--- src/rtl/cdc_pulse_arbiter_pkg.sv ---
// Shared types and default constants for the pulse-CDC arbiter.
package cdc_pkg;

  typedef enum logic [1:0] {
    ST_IDLE  = 2'd0,
    ST_ISSUE = 2'd1,
    ST_WAIT  = 2'd2,
    ST_GUARD = 2'd3
  } arb_state_t;

  localparam int DEF_N_REQ   = 4;
  localparam int DEF_TIMEOUT = 64;
  localparam int DEF_GAP     = 2;

endpackage

--- src/rtl/cdc_pulse_arbiter_if.sv ---
// Request/channel/status bundle between requesters and the pulse-CDC arbiter.
interface cdc_pulse_arbiter_if #(
  parameter int N_REQ = cdc_pkg::DEF_N_REQ
);
  logic [N_REQ-1:0]         reqPulse;
  logic                     chAck;
  logic                     clrErr;
  logic                     chPulse;
  logic [$clog2(N_REQ)-1:0] chId;
  logic                     busy;
  logic [N_REQ-1:0]         pending;
  logic [N_REQ-1:0]         overflow;
  logic                     timedOut;

  modport master (
    output reqPulse, chAck, clrErr,
    input  chPulse, chId, busy, pending, overflow, timedOut
  );

  modport slave (
    input  reqPulse, chAck, clrErr,
    output chPulse, chId, busy, pending, overflow, timedOut
  );
endinterface

--- src/rtl/cdc_pulse_arbiter_rr_select.sv ---
// Combinational round-robin picker: first set request at or after i_start, wrapping.
module rr_select #(
  parameter int N_REQ = 4
) (
  input  logic [N_REQ-1:0]         i_req,
  input  logic [$clog2(N_REQ)-1:0] i_start,
  output logic [$clog2(N_REQ)-1:0] o_grant,
  output logic                     o_valid
);
  localparam int W  = $clog2(N_REQ);
  localparam int W1 = W + 1;

  logic [W1-1:0] w_idx;

  // Walk offsets from farthest to nearest so the nearest hit is the last assignment.
  always_comb begin
    o_grant = '0;
    o_valid = 1'b0;
    w_idx   = '0;
    for (int k = N_REQ - 1; k >= 0; k--) begin
      w_idx = {1'b0, i_start} + W1'(k);
      if (w_idx >= W1'(N_REQ)) begin
        w_idx = w_idx - W1'(N_REQ);
      end
      if (i_req[w_idx[W-1:0]]) begin
        o_grant = w_idx[W-1:0];
        o_valid = 1'b1;
      end
    end
  end

endmodule

--- src/rtl/cdc_pulse_arbiter.sv ---
// Round-robin arbiter sharing one pulse-CDC channel among N_REQ event requesters.
module cdc_pulse_arbiter
  import cdc_pkg::*;
#(
  parameter int N_REQ   = DEF_N_REQ,
  parameter int TIMEOUT = DEF_TIMEOUT,
  parameter int GAP     = DEF_GAP
) (
  input  logic                clk,
  input  logic                rst_n,
  cdc_pulse_arbiter_if.slave  bus
);
  localparam int IW = $clog2(N_REQ);
  localparam int TW = $clog2(TIMEOUT);
  localparam logic [IW-1:0] LAST_IDX = IW'(N_REQ - 1);
  localparam logic [TW-1:0] TMR_LAST = TW'(TIMEOUT - 2);
  localparam logic [3:0]    GAP_LAST = 4'((GAP > 0) ? GAP - 1 : 0);

  arb_state_t       r_state;
  logic [N_REQ-1:0] r_pending;
  logic [N_REQ-1:0] r_overflow;
  logic             r_timedOut;
  logic             r_chPulse;
  logic [IW-1:0]    r_chId;
  logic             r_busy;
  logic [IW-1:0]    r_start;
  logic [TW-1:0]    r_timer;
  logic [3:0]       r_gap;

  logic [IW-1:0]    w_grant;
  logic             w_valid;
  logic [N_REQ-1:0] w_clr_mask;
  logic [N_REQ-1:0] w_ovf_set;
  logic             w_to_set;

  rr_select #(.N_REQ(N_REQ)) u_rr (
    .i_req   (r_pending),
    .i_start (r_start),
    .o_grant (w_grant),
    .o_valid (w_valid)
  );

  // The granted bit is released in ISSUE; a fresh pulse that same cycle re-arms it cleanly.
  assign w_clr_mask = (r_state == ST_ISSUE) ? (N_REQ'(1) << r_chId) : '0;
  assign w_ovf_set  = bus.reqPulse & r_pending & ~w_clr_mask;
  assign w_to_set   = (r_state == ST_WAIT) && !bus.chAck && (r_timer == TMR_LAST);

  always_ff @(posedge clk) begin
    if (!rst_n) begin
      r_state    <= ST_IDLE;
      r_pending  <= '0;
      r_overflow <= '0;
      r_timedOut <= 1'b0;
      r_chPulse  <= 1'b0;
      r_chId     <= '0;
      r_busy     <= 1'b0;
      r_start    <= '0;
      r_timer    <= '0;
      r_gap      <= '0;
    end else begin
      r_pending  <= (r_pending & ~w_clr_mask) | bus.reqPulse;
      r_overflow <= (bus.clrErr ? '0 : r_overflow) | w_ovf_set;
      r_timedOut <= (bus.clrErr ? 1'b0 : r_timedOut) | w_to_set;
      r_chPulse  <= 1'b0;
      case (r_state)
        ST_IDLE: begin
          if (w_valid) begin
            r_chId    <= w_grant;
            r_start   <= (w_grant == LAST_IDX) ? '0 : w_grant + IW'(1);
            r_chPulse <= 1'b1;
            r_busy    <= 1'b1;
            r_state   <= ST_ISSUE;
          end
        end
        ST_ISSUE: begin
          r_timer <= '0;
          r_state <= ST_WAIT;
        end
        ST_WAIT: begin
          if (bus.chAck || w_to_set) begin
            if (GAP == 0) begin
              r_busy  <= 1'b0;
              r_state <= ST_IDLE;
            end else begin
              r_gap   <= '0;
              r_state <= ST_GUARD;
            end
          end else begin
            r_timer <= r_timer + TW'(1);
          end
        end
        ST_GUARD: begin
          if (r_gap == GAP_LAST) begin
            r_busy  <= 1'b0;
            r_state <= ST_IDLE;
          end else begin
            r_gap <= r_gap + 4'd1;
          end
        end
        default: r_state <= ST_IDLE;
      endcase
    end
  end

  assign bus.chPulse  = r_chPulse;
  assign bus.chId     = r_chId;
  assign bus.busy     = r_busy;
  assign bus.pending  = r_pending;
  assign bus.overflow = r_overflow;
  assign bus.timedOut = r_timedOut;

endmodule

--- src/flat_wrapper.sv ---
// flat-port wrapper written by rule: the top's interface ports become plain ports
module cdc_pulse_arbiter_flat import cdc_pkg::*;
#(
  parameter int N_REQ   = DEF_N_REQ,
  parameter int TIMEOUT = DEF_TIMEOUT,
  parameter int GAP     = DEF_GAP
)
  (clk, rst_n, bus_reqPulse, bus_chAck, bus_clrErr, bus_chPulse, bus_chId, bus_busy, bus_pending, bus_overflow, bus_timedOut);
  cdc_pulse_arbiter_if #(.N_REQ(N_REQ)) bus_i ();
  input  logic clk;
  input  logic rst_n;
  input wire logic [$bits(bus_i.reqPulse)-1:0] bus_reqPulse;
  input wire logic [$bits(bus_i.chAck)-1:0] bus_chAck;
  input wire logic [$bits(bus_i.clrErr)-1:0] bus_clrErr;
  output wire logic [$bits(bus_i.chPulse)-1:0] bus_chPulse;
  output wire logic [$bits(bus_i.chId)-1:0] bus_chId;
  output wire logic [$bits(bus_i.busy)-1:0] bus_busy;
  output wire logic [$bits(bus_i.pending)-1:0] bus_pending;
  output wire logic [$bits(bus_i.overflow)-1:0] bus_overflow;
  output wire logic [$bits(bus_i.timedOut)-1:0] bus_timedOut;
  assign bus_i.reqPulse = bus_reqPulse;
  assign bus_i.chAck = bus_chAck;
  assign bus_i.clrErr = bus_clrErr;
  assign bus_chPulse = bus_i.chPulse;
  assign bus_chId = bus_i.chId;
  assign bus_busy = bus_i.busy;
  assign bus_pending = bus_i.pending;
  assign bus_overflow = bus_i.overflow;
  assign bus_timedOut = bus_i.timedOut;
  cdc_pulse_arbiter #(.N_REQ(N_REQ), .TIMEOUT(TIMEOUT), .GAP(GAP)) u_core (.clk(clk), .rst_n(rst_n), .bus(bus_i));
endmodule
--- config.mk ---
export PLATFORM = sky130hd
export DESIGN_NAME = cdc_pulse_arbiter_flat
export DESIGN_NICKNAME = d
export VERILOG_FILES = /design/src/rtl/cdc_pulse_arbiter_pkg.sv /design/src/rtl/cdc_pulse_arbiter_if.sv /design/src/rtl/cdc_pulse_arbiter_rr_select.sv /design/src/rtl/cdc_pulse_arbiter.sv /design/src/flat_wrapper.sv
export SDC_FILE = /design/constraint.sdc
export NUM_CORES = 1
export LEC_CHECK = 0
export CAP_MARGIN = 25
export CORE_MARGIN = 2
export CORE_UTILIZATION = 35
export DETAILED_ROUTE_END_ITERATION = 10
export SLEW_MARGIN = 30
export SYNTH_ARGS = -nofsm -noshare
export SYNTH_HDL_FRONTEND = slang
export SYNTH_SLANG_ARGS = --single-unit
--- constraint.sdc ---
create_clock -name clk -period 1.85 [get_ports clk]
set_input_delay 0.2775 -clock clk [delete_from_list [all_inputs] [get_ports clk]]
set_output_delay 0.2775 -clock clk [all_outputs]
set_load 0.05 [all_outputs]
---- Yosys cells after proc, flatten, opt, wreduce, memory -nomap -nowiden ----
Index checks and enable logic that the tools add are counted.
operators by class
  order comparisons ....................... 8
  add/sub/neg operators ................... 10
  bitwise logic cells ..................... 7
  shifts and indexed selects .............. 1
  reduce and logical (&&, ||, !) cells .... 14
  mux-type cells .......................... 37
  equal/unequal tests ..................... 11
  $mul .................................... 0
  divide/modulo/power cells ............... 0
operators with widths
  cell                   number
  $mux W2                12
  $mux W4                4
  $and A4 B4 Y4          3
  $lt A2 B3 Y1 const B   4
  $mux W1                12
  $pmux W6 S2            1
  $ge A3 B3 Y1 const B   3
  $reduce_and A3 Y1      3
  $bmux W1 S2            4
  $ne A2 B2 Y1 const B   4
  $or A4 B4 Y4           2
  $pmux W2 S4            1
  $pmux W4 S2            1
  $sub A2 B1 Y2 const B  4
  $add A2 B2 Y3 const B  2
  $add A6 B1 Y6 const B  1
  $eq A2 B2 Y1 const B   3
  $eq A6 B6 Y1 const B   1
  $mux W6                1
  $reduce_and A2 Y1      3
  $reduce_bool A2 Y1     3
  $add A4 B1 Y4 const B  1
  $eq A4 B1 Y1 const B   1
  $not A4 Y4             1
  12 further kinds       13
word-level totals
  latch bits .............................. 0
  memory bits (writable) .................. 0
  logic and storage cells ................. 98
  bits in read-only memories .............. 0
  memories ................................ 0
  bits in registers ....................... 27

---- Logic depth before layout (Yosys ltp) ----
Gate-level depths: netlist of the first run.
  depth in word-level cells ............... 11
  mapped depth ............................ 7
  mapped depth without buffers ............ 7

---- Cells and area by module ----
From an unflattened synthesis of the first run, not the netlist that was laid out.
second synthesis, totals
  cell total of the unflattened synthesis .. 165
  area, all modules ....................... 1,402.6 µm²
by module, submodules not included
  module             cells each  times used  sequential area each (µm²)  area each (µm²)
  cdc_pulse_arbiter  152         1           540.5                       1,325.0
  rr_select          13          1           0.0                         77.6

---- Worst setup path after synthesis of the first run ----
No wires, ideal clock.
  kind .................................... reg-to-reg
  from .................................... reg u_core.r_pending[1], in the netlist u_core.bus.pending[1]
  to ...................................... reg u_core.r_chId[0], in the netlist u_core.bus.chId[0]
  clock period less this slack ............ 1.921 ns
  stages on the path, launching flop included .. 6
  required time ........................... 1.735 ns
  buffers on the path ..................... 1
  setup time .............................. 0.115 ns
  setup slack ............................. -0.071 ns
  arrival ................................. 1.806 ns
  cells stage by stage .................... dfxtp_1 -> or4_4 -> and2_4 -> buf_6 -> mux2_1 -> and2_1
between the ends
  longest elaborated chain between the ends .. 7
RTL lines
  element                             RTL line                           text
  from (decl)                         cdc_pulse_arbiter.sv:20            logic [N_REQ-1:0] r_pending;
  from (signal assigned)              cdc_pulse_arbiter.sv:61            r_pending <= (r_pending & ~w_clr_mask) | bus.reqPulse;
  $bmux W1 S2                         cdc_pulse_arbiter_rr_select.sv:25  if (i_req[w_idx[W-1:0]]) begin
  $mux W1 (implied by the code)       cdc_pulse_arbiter_rr_select.sv:25
  $mux W1 (4 in series)               cdc_pulse_arbiter_rr_select.sv:25
  $reduce_and A2 Y1 (no source line)  --
  to (signal assigned)                cdc_pulse_arbiter.sv:68            r_chId <= w_grant;
  to (decl)                           cdc_pulse_arbiter.sv:24            logic [IW-1:0] r_chId;
Parallel ways exist; a longest one is shown, timed or not. The select of a mux whose other input is x is not followed.
A chain may end at the register's enable or synchronous reset.

---- Worst setup path in the final report of the first run ----
  from .................................... reg u_core.r_pending[3], in the netlist u_core.bus.pending[3]
  to ...................................... out bus_pending[3]
RTL lines
  element    RTL line            text
  to (decl)  flat_wrapper.sv:18  output wire logic [$bits(bus_i.pending)-1:0] bus_pending;
No word-level cell between the ends.

==> impl_results.rst, run 1 <==
.. list-table::
   :header-rows: 1

   * - Metric
     - Value
   * - Count of buffers from port buffering
     - 20
   * - Net count of the finished layout
     - 190
   * - Clock latency of the later-clocked register in the worst-skew pair
     - about 0.28 ns
   * - 1st-iter DRT viols
     - 67
   * - Final total power
     - between 1.5 and 2 mW
   * - Area of the core
     - between 0.003 and 0.004 mm2
   * - Final period utilization
     - 0.964
   * - Number of detailed-routing iterations run before antenna repair
     - 4
   * - Number of global-route vias before repair
     - about 1100
   * - Via Count
     - between 1000 and 1500
   * - Number of flip-flops and latches in the synthesized netlist
     - 27
   * - Min cycle time layout
     - ~1.8 ns
   * - Sinks on Clock Net
     - 27
   * - Proportion of synthesized chip area in sequential cells
     - 0.403
   * - Worst Tran Pin Value
     - 0.505 ns
   * - Final design instance area without fill
     - between 0.0015 and 0.002 mm2
   * - Power density cells
     - between 1000 and 1500 mW/mm2
   * - CTS hold repair buffers
     - 0
   * - Max-slew headroom
     - 0.662
   * - DP Wirelength
     - between 2 and 2.5 mm
   * - Number of buffers and inverters on the critical path
     - 1
   * - Number of nets in the synthesized netlist
     - 166
   * - Most used flip-flop cell after synthesis
     - dfxtp_1
   * - CP endpoint kind
     - primary output
   * - Leakage component of the power
     - between 0.6 and 0.7 nW
   * - Final Setup Violations
     - 0
   * - Bufs on Longest Clock Path
     - 2
   * - Launch point of the worst path
     - u_core.bus.pending[3]
   * - CTS clk-pin slew, worst paths
     - ~0.090 ns
   * - Crit start category
     - flip-flop
   * - Highest ir drop seen on vdd
     - 0.000497 V
   * - H-tree levels
     - 1
   * - Reg2Reg Capture Point
     - u_core.bus.chId[0]
   * - Worst-path maximum fanout
     - 6
   * - Routed length per instance
     - 12.5 um
   * - First-pass GRT wire length
     - roughly 4.8 mm
   * - Number of buffers inserted during clock tree synthesis
     - 3
   * - Fraction of layout instances using a drive strength above 1
     - 0.116
   * - Count of max-cap constraint violations
     - 0
   * - Worst min-delay path class
     - flip-flop to flip-flop
   * - Antenna Nets Post-Route
     - 0
   * - Number of endpoints with negative hold slack in the final report
     - 0
   * - Final number of max-transition violations
     - 0
   * - Setup TNS
     - 0 ns
   * - Post-CTS setup-driven buffer insertion count
     - 0
   * - Remaining DRCs
     - 0
   * - Setup repair after global routing missed its margin
     - no
   * - Number of flops mapped to enable cells by yosys
     - 0
   * - Number of resized instances in the post-cts repair step
     - 0
   * - Placed Area
     - about 0.0016 mm2
   * - Final worst clock skew
     - 0.00131 ns
   * - Maximum operating frequency
     - 0.561 GHz
   * - Total I/O pin count
     - 21
   * - Crit path max-delay cell type
     - clkdlybuf4s50_1
   * - Width of the die
     - around 66 um
   * - Final Wtd Congestion
     - 0.825
   * - Number of antenna violations at the first check in global routing
     - 0
   * - CP Capture Point
     - bus_pending[3]
   * - Number of fillers in the final layout
     - 364
   * - Die Outline Area
     - between 0.004 and 0.005 mm2
   * - Reg2reg path depth
     - 4
   * - Vertical die dimension
     - 65.9 um
   * - Total number of placement rows
     - 22
   * - All-layer global routing usage
     - 0.143
   * - Starting utilization of the core area
     - 0.366
   * - Ys async rst share
     - 0
   * - Arr. time, crit path
     - between 1.5 and 2 ns
   * - Root buffer cell
     - clkbuf_8
   * - Delay of the slowest cell on the worst path
     - about 0.83 ns
   * - CP Class
     - flip-flop to primary output
   * - Start of the worst register-to-register path
     - u_core.bus.pending[1]
   * - Post-Route WL
     - 2.77 mm
   * - Pin count of the biggest net entering global routing
     - 17
   * - Average cell area after synthesis
     - a little under 9 um2
   * - Drt via density
     - 4.98
   * - Total gr overflow
     - 0
   * - Result of the run
     - completed
   * - Diodes inserted
     - 0
   * - Library cells used by synthesis
     - 39
   * - Total number of yosys warnings
     - 0
   * - Synth-to-layout area growth
     - 23.0%
   * - Cells after synthesis
     - 150
   * - Critical path, cell by cell
     - clkdlybuf4s50_1
   * - Required time at the endpoint of the critical path
     - ~1.6 ns
   * - Synthesized area
     - ~0.0013 mm2
   * - Clock tree from TritonCTS
     - done
   * - Total number of cells along the worst setup path
     - 1
   * - Final standard cell utilization of the core
     - 0.450
   * - Slack of the worst reg-to-reg path
     - between 0.15 and 0.2 ns
   * - Category of cells accounting for the largest share of critical-path delay
     - buffers and inverters
-- cell usage in the layout (no fill, tap or decap), types with 2 or more instances in the layout --
cell type        count
mux2i_1              3
xor2_1               2
o21a_1               4
nand2_1              8
o21ai_0              6
dfxtp_1             24
nor2b_1              9
a22oi_1              2
a31oi_1              2
nand2b_1             3
buf_4                5
nand3_1              7
and2_1               4
dfxtp_2              3
xnor2_1              4
inv_1               13
clkbuf_8             3
a21oi_1             14
a21boi_0             3
nor2_1               8
ha_1                 8
clkdlybuf4s50_1     17
-- how the worst min path moves through the flow --
stage                                       from                     end  slack (ns)  depth (start not counted)
after global routing      u_core.bus.overflow[1]  u_core.bus.overflow[1]        0.54                          2
after CTS                 u_core.bus.overflow[0]  u_core.bus.overflow[0]        0.49                          2
final                     u_core.bus.overflow[1]  u_core.bus.overflow[1]        0.48                          2
after floorplan                  bus_reqPulse[0]   u_core.bus.pending[0]        0.40                          1
after global placement    u_core.bus.overflow[0]  u_core.bus.overflow[0]        0.47                          2
after detailed placement  u_core.bus.overflow[0]  u_core.bus.overflow[0]        0.47                          2
-- metrics by stage --
stage          hold WS, ns  std cells  setup WS [ns]
2_1_floorplan        0.401        150         0.0419
3_3_place_gp         0.468        217          0.130
3_5_place_dp         0.471        217         0.0595
4_1_cts              0.488        221         0.0600
5_1_grt              0.542        221        0.00360
6_report             0.484        221         0.0664
-- flip-flops by register name, indices dropped and copies added (netlist names), 2 cells and up --
register and flops:
u_core.r_gap 4, u_core.r_state 2, u_core.r_start 2, u_core.bus.chId 2, u_core.bus.pending 4, u_core.bus.overflow 4, u_core.r_timer 6
-- worst register-to-register path: stages, from the launching register on --
cell and delay (ns):
dfxtp_2 0.35, or4_4 0.57, and2_4 0.21, mux2_1 0.30, and2_1 0.15
-- kinds of logic after synthesis --
kind of cell	synth area share
buffers and inverters	0.0504
adder cells (fa/ha/maj)	0.0747
flip-flops	0.403
XOR/XNOR	0.0392
AO/OA/AOI/OAI	0.208
AND/OR/NAND/NOR	0.193
multiplexers	0.0308
-- layer usage --
layer,vias up,global-route usage,share of wire
li1,569,-,-
met1,512,0.174,0.47
met2,17,0.254,0.48
met3,2,0.0290,0.037
met4,0,0.0417,0.0098
met5,-,0,0
-- synth_stat cells (2+ instances only) --
master	instances	area, um2
clkbuf_1	2	7.51
mux2i_1	3	30.0
ha_1	8	100
a21boi_0	3	22.5
dfxtp_1	27	541
xor2_1	2	17.5
nand2b_1	3	18.8
nor2b_1	9	56.3
nand2_1	8	30.0
inv_1	13	48.8
a22oi_1	2	15.0
xnor2_1	4	35.0
o21ai_0	6	30.0
a31oi_1	3	18.8
nor2_1	8	30.0
o21a_1	4	30.0
a21oi_1	14	70.1
nand3_1	7	35.0
and2_1	4	25.0
-- power by group --
part           internal (mW)  leakage (nW)  total, mW  switching (mW)
clock network          0.153        0.0217      0.345           0.192
logic                  0.319         0.382      0.789           0.470
registers              0.670         0.222      0.760          0.0899
total                   1.14         0.626       1.89           0.752
-- final cells by class --
type	instances	area [um2]	area share
clock inverters	1	7.51	0.00456
repair buffers	22	208	0.126
clock buffers	3	41.3	0.0251
multi-input cells	107	738	0.448
well taps	48	60.1	0.0364
inverters	13	48.8	0.0296
flip-flops and latches	27	544	0.330
Note: power is estimated with default switching activity, not from simulation.
==> run 2: changes to the inputs <==
ABC_CLOCK_PERIOD_IN_PS = 1850   (was not set)
==> results of run 2 <==
No change in the layout: final DEF, timing and power equal those of run 1.
